`src/rtl/sync_fifo_pkg.sv`:
```
// +--------------------------------------------------------------------+
// | sync_fifo_pkg : shared defaults and width helpers for sync_fifo     |
// | Revision      : 1.0                                                 |
// +--------------------------------------------------------------------+
`default_nettype none

package sync_fifo_pkg;

   localparam int FIFO_WIDTH_DEF = 32;
   localparam int FIFO_DEPTH_DEF = 8;

   function automatic int ptr_width(input int depth);
      return (depth > 1) ? $clog2(depth) : 1;
   endfunction

   // One extra bit so the count can hold the value DEPTH itself.
   function automatic int count_width(input int depth);
      return ptr_width(depth) + 1;
   endfunction

endpackage

`default_nettype wire

```
`src/rtl/sync_fifo_mem.sv`:
```
// +--------------------------------------------------------------------+
// | sync_fifo_mem : DEPTH x WIDTH register array, sync write/async read |
// | Revision      : 1.0                                                 |
// +--------------------------------------------------------------------+
`default_nettype none

module sync_fifo_mem
   import sync_fifo_pkg::*;
#(
   parameter int WIDTH = FIFO_WIDTH_DEF,
   parameter int DEPTH = FIFO_DEPTH_DEF,
   parameter int AW    = ptr_width(FIFO_DEPTH_DEF)
)(
   input  logic             Clk,
   input  logic             we,
   input  logic [AW-1:0]    waddr,
   input  logic [WIDTH-1:0] wdata,
   input  logic [AW-1:0]    raddr,
   output logic [WIDTH-1:0] rdata
);

   logic [WIDTH-1:0] mem_q [DEPTH];

   // Storage is deliberately left out of reset.
   always_ff @(posedge Clk) begin
      if (we) begin
         mem_q[waddr] <= wdata;
      end
   end

   assign rdata = mem_q[raddr];

endmodule

`default_nettype wire

```
`src/rtl/sync_fifo_param.sv`:
```
// +--------------------------------------------------------------------+
// | sync_fifo_param : parametrised single-clock FIFO with count/flags.  |
// | Macro SYNC_FIFO_FWFT_EN selects first-word fall-through output.     |
// | Revision        : 1.0                                               |
// +--------------------------------------------------------------------+
`default_nettype none

module sync_fifo_param
   import sync_fifo_pkg::*;
#(
   parameter int WIDTH    = FIFO_WIDTH_DEF,
   parameter int DEPTH    = FIFO_DEPTH_DEF,
   parameter int AF_LEVEL = 6,
   parameter int AE_LEVEL = 2
)(
   input  logic                   Clk,
   input  logic                   Rst,
   input  logic                   en,
   input  logic                   wr,
   input  logic [WIDTH-1:0]       din,
   input  logic                   rd,
   output logic [WIDTH-1:0]       dout,
   output logic                   empty,
   output logic                   full,
   output logic                   almost_empty,
   output logic                   almost_full,
   output logic [$clog2(DEPTH):0] count,
   output logic                   overflow,
   output logic                   underflow
);

   localparam int PW = ptr_width(DEPTH);
   localparam int CW = count_width(DEPTH);

   localparam logic [CW-1:0] FULL_LVL = CW'(DEPTH);
   localparam logic [CW-1:0] AF_LVL   = CW'(AF_LEVEL);
   localparam logic [CW-1:0] AE_LVL   = CW'(AE_LEVEL);

   logic [PW-1:0]    wr_ptr_q, wr_ptr_d;
   logic [PW-1:0]    rd_ptr_q, rd_ptr_d;
   logic [CW-1:0]    count_q, count_d;
   logic             overflow_q, overflow_d;
   logic             underflow_q, underflow_d;
   logic             do_wr, do_rd;
   logic             mem_we;
   logic [WIDTH-1:0] rd_data;

   assign empty        = (count_q == '0);
   assign full         = (count_q == FULL_LVL);
   assign almost_empty = (count_q <= AE_LVL);
   assign almost_full  = (count_q >= AF_LVL);
   assign count        = count_q;
   assign overflow     = overflow_q;
   assign underflow    = underflow_q;

   always_comb begin
      wr_ptr_d    = wr_ptr_q;
      rd_ptr_d    = rd_ptr_q;
      count_d     = count_q;
      overflow_d  = 1'b0;
      underflow_d = 1'b0;
      do_wr       = 1'b0;
      do_rd       = 1'b0;
      if (en) begin
         // A full FIFO still accepts a write when the same cycle frees a slot.
         do_wr       = wr & (~full | rd);
         do_rd       = rd & ~empty;
         overflow_d  = wr & full & ~rd;
         underflow_d = rd & empty;
         if (do_wr) wr_ptr_d = wr_ptr_q + 1'b1;
         if (do_rd) rd_ptr_d = rd_ptr_q + 1'b1;
         case ({do_wr, do_rd})
            2'b10:   count_d = count_q + 1'b1;
            2'b01:   count_d = count_q - 1'b1;
            default: count_d = count_q;
         endcase
      end
   end

   always_ff @(posedge Clk) begin
      if (Rst) begin
         wr_ptr_q    <= '0;
         rd_ptr_q    <= '0;
         count_q     <= '0;
         overflow_q  <= 1'b0;
         underflow_q <= 1'b0;
      end else begin
         wr_ptr_q    <= wr_ptr_d;
         rd_ptr_q    <= rd_ptr_d;
         count_q     <= count_d;
         overflow_q  <= overflow_d;
         underflow_q <= underflow_d;
      end
   end

   assign mem_we = do_wr & ~Rst;

   sync_fifo_mem #(
      .WIDTH (WIDTH),
      .DEPTH (DEPTH),
      .AW    (PW)
   ) u_mem (
      .Clk   (Clk),
      .we    (mem_we),
      .waddr (wr_ptr_q),
      .wdata (din),
      .raddr (rd_ptr_q),
      .rdata (rd_data)
   );

`ifdef SYNC_FIFO_FWFT_EN
   // Head word is visible straight from the array; zero while empty.
   assign dout = empty ? '0 : rd_data;
`else
   logic [WIDTH-1:0] dout_q, dout_d;

   always_comb begin
      dout_d = dout_q;
      if (do_rd) dout_d = rd_data;
   end

   always_ff @(posedge Clk) begin
      if (Rst) dout_q <= '0;
      else     dout_q <= dout_d;
   end

   assign dout = dout_q;
`endif

endmodule

`default_nettype wire

```
`config.mk`:
```
export PLATFORM = sky130hd
export DESIGN_NAME = sync_fifo_param
export DESIGN_NICKNAME = d
export VERILOG_FILES = /design/src/rtl/sync_fifo_pkg.sv /design/src/rtl/sync_fifo_mem.sv /design/src/rtl/sync_fifo_param.sv
export SDC_FILE = /design/constraint.sdc
export NUM_CORES = 1
export LEC_CHECK = 0
export ABC_AREA = 1
export ABC_CLOCK_PERIOD_IN_PS = 4800
export CAP_MARGIN = 5
export CORE_ASPECT_RATIO = 0.9
export CORE_UTILIZATION = 35
export DETAILED_ROUTE_END_ITERATION = 12
export PLACE_DENSITY_LB_ADDON = 0.25
export SLEW_MARGIN = 20
export SYNTH_ARGS = -nofsm -noshare
export SYNTH_HDL_FRONTEND = slang
export SYNTH_SLANG_ARGS = --single-unit
```
`constraint.sdc`:
```
create_clock -name Clk -period 4.8 [get_ports Clk]
set_clock_uncertainty 0.15 [all_clocks]
set_input_delay 0.72 -clock Clk [delete_from_list [all_inputs] [get_ports Clk]]
set_output_delay 0.72 -clock Clk [all_outputs]
set_load 0.1 [all_outputs]
```
==> summary.md <==
| Metric | Value |
|---|---|
| Crit-path cells | `inv_1, nor4_1, clkdlybuf4s50_1` |
| Most used flip-flop cell after synthesis | `edfxtp_1` |
| Unrepaired setup endpoints after global routing | `false` |
| CTS tree | `done` |
| DRT iter0 DRCs | `559` |
| Final Wtd Congestion | `0.765` |
| Critical path fanouts, max | `6` |
| Final hold viol count | `0` |
| Top cell type's share of synthesized area | `64.1%` |
| Cell Count, Final, Fillers Out | `1545` |
| Vias per cell | `4.80` |
| Worst R2R End | `dout[7]$_SDFFE_PP0P_` |
| Worst EP arrival | `2500 ps` |
| CTS clk-pin slew, worst paths | `60 ps` |
| Clock tree buffer depth | `3` |
| Placement Rows | `63` |
| Hold path startpoint | `dout[7]$_SDFFE_PP0P_` |
| Hpwl dp | `14400 microns` |
| EDFF count, synth | `256` |
| Hold Path Depth | `2` |
| Synth unique cells | `27` |
| Grt ovf | `0` |
| Die Footprint | `35000 sq um` |
| Core footprint | `33300 sq um` |
| Num CTS Buffers | `30` |
| R2R Setup Slk | `2000 ps` |
| Most frequent cell after synthesis | `edfxtp_1` |
| Hold Crit Endpoint | `dout[7]$_SDFFE_PP0P_` |
| Final period util | `70.1%` |
| Area leader, netlist | `edfxtp_1` |
| Share of layout cells above drive strength 1 | `8.35%` |
| Mapped Area | `12000 sq um` |
| RR Startpoint | `rd_ptr_q[0]$_SDFFE_PP0P_` |
| Worst setup margin | `1430 ps` |
| Slew headroom | `32.2%` |
| Seq cells post-synth | `300` |
| Outcome | `complete, no violations` |
| Maxcap violations | `0` |
| Slowest stage cell, crit path | `clkdlybuf4s50_1` |
| Buf/Inv on CP | `2` |
| Vias | `7421` |
| Starting Density | `36.0%` |
| Post-CTS Setup Inserts | `0` |
| Reg area | `8570 sq um` |
| Insertion delay to the later sink of the worst-skew pair | `550 ps` |
| Cell area power density | `444 nW/um^2` |
| Total Nets Final | `1108` |
| Worst EP required | `3930 ps` |
| Total global-route track usage | `15.1%` |
| Final hold slack | `373 ps` |
| Final setup viols | `0` |
| F_max | `297 MHz` |
| Crit-path leading delay family | `buffers and inverters` |
| Min cycle time layout | `3370 ps` |
| Multi-input gate area | `2820 sq um` |
| Startpoint types | `register` |
| Crit Path Class | `reg -> out` |
| Cell count after synthesis | `1000` |
| Routed length per instance | `16.9 microns` |
| Mapped Nets | `1042` |
| Final core occ | `42.4%` |
| Seq/Total Area, Yosys | `71.5%` |
| CP Capture Type | `output pin` |
| CTS H-Tree Depth | `1` |
| VDD IR-drop max | `0.269 mV` |
| Slew at the pin closest to its max-slew limit | `1010 ps` |
| Largest cells by area after synthesis | `edfxtp_1 (64%), dfxtp_1 (7.3%), nor2_1 (4.9%)` |
| Mapped Avg Cell Area | `12.0 sq um` |
| Die Wd | `197 microns` |
| Yosys warns | `0` |
| Register-to-Register Path Depth | `6` |
| Hold-fix buffers, CTS | `0` |
| Area grow syn2layout | `18.0%` |
| Initial antenna violation count | `0` |
| Routed Antenna Nets | `0` |
| Dpl cells | `1489` |
| # IOs | `79` |
| Static Leak | `4.85 nW` |
| Max-slew violation total from the final report | `0` |
| CP max stage delay | `1170 ps` |
| Largest net degree at the start of global routing | `86` |
| TNS Setup | `0 ps` |
| Clock sink total | `300` |
| Ant. Diodes | `0` |
| Vias in the first global route | `7231` |
| Global-route wire length before repair | `41100 microns` |
| Worst hold path type | `reg -> reg` |
| Root Driver | `clkbuf_16` |
| CTS-repair resized insts | `0` |
| Die Span Y | `178 microns` |
| Place WS | `1600 ps` |
| Asr flop ratio synth | `0%` |
| I/O Buffers | `78` |
| # DRC | `0` |
| Filler cells | `3142` |
| Routed WL | `26100 microns` |
| Initial DRT Pass Iterations | `5` |
| Post-synth top cells | `edfxtp_1 (256), nor2_1 (158), o21ai_0 (105)` |
area by class of cell:
cell class / instances / area share, %
Sequential cell: 300 / 60.6
Timing Repair Buffer: 96 / 6.47
Clock buffer: 47 / 6.49
Inverter: 74 / 1.97
Tap cell: 455 / 4.02
Clock inverter: 9 / 0.513
Multi-Input combinational cell: 564 / 19.9
worst max-delay path by stage:
stage,start,end,slack (ps),cells after the start
5_1_grt,count[3]$_SDFFE_PP0P_,full,1350,3
3_5_place_dp,Rst,dout[27]$_SDFFE_PP0P_,1600,5
2_1_floorplan,count[2]$_SDFFE_PP0P_,u_mem.mem_q[0][0]$_DFFE_PP_,-620,5
6_report,count[3]$_SDFFE_PP0P_,full,1430,3
3_3_place_gp,Rst,dout[0]$_SDFFE_PP0P_,1640,5
4_1_cts,count[3]$_SDFFE_PP0P_,full,1410,3
cells by family (layout without fill, tap and decap cells):
logic type	after synthesis	count (layout)	synth area share (%)
xor+xnor	3	3	0.219
fa+ha+maj	5	5	0.522
compound gates	211	211	10.3
flops	300	300	71.5
simple gates	345	345	12.0
buf+inv	136	226	5.54
where the power goes:
group	internal (W)	switching, W
Sequential	0.00289	0.0000734
Combinational	0.000262	0.000724
Clock	0.00136	0.000966
Total	0.00451	0.00176
metrics by stage:
stage / total power (W) / area [sq um]
2_1_floorplan: 0.00376 / 12000
3_3_place_gp: 0.00401 / 13200
3_5_place_dp: 0.00401 / 13200
4_1_cts: 0.00633 / 14100
5_1_grt: 0.00651 / 14100
6_report: 0.00628 / 14100
flip-flops by register name, summed over array words and instances (netlist names):
| register | cells |
|---|---|
| u_mem.mem_q | 256 |
| overflow | 1 |
| underflow | 1 |
| dout | 32 |
| count | 4 |
| rd_ptr_q | 3 |
| wr_ptr_q | 3 |
layout by cell type (no fill, tap or decap):
cell / n
nor4_1: 2
inv_2: 2
nor4_4: 1
nand2_2: 1
clkbuf_16: 33
inv_1: 70
clkinv_4: 1
nand3_4: 1
nor4_2: 7
dfxtp_2: 1
xor2_1: 2
dfxtp_4: 1
nand2_1: 102
o21ai_0: 105
ha_1: 5
clkinv_1: 2
clkbuf_1: 10
dfxtp_1: 42
buf_4: 18
clkbuf_8: 4
a21oi_2: 11
a21oi_1: 31
o21ai_1: 10
nor2_2: 1
edfxtp_1: 256
o211ai_1: 54
nand4_1: 3
nand3_1: 68
bufinv_16: 1
clkdlybuf4s50_1: 78
nand3_2: 1
clkinv_2: 7
nor2_1: 158
xnor2_1: 1
worst min-delay path: cells and delay by family (launching register included):
family	cells	cell delay (ps)
AOI/OAI and AO/OA	2	170
DFF	1	330
routing by layer:
layer / vias to the layer above / GRT usage (%) / part of all wire (%)
li1: 3672 / - / -
met1: 3567 / 20.6 / 46
met2: 139 / 25.4 / 48
met3: 43 / 1.94 / 3.8
met4: 0 / 4.39 / 2.3
met5: - / 0 / 0
Power figures use the tool's default switching activity.
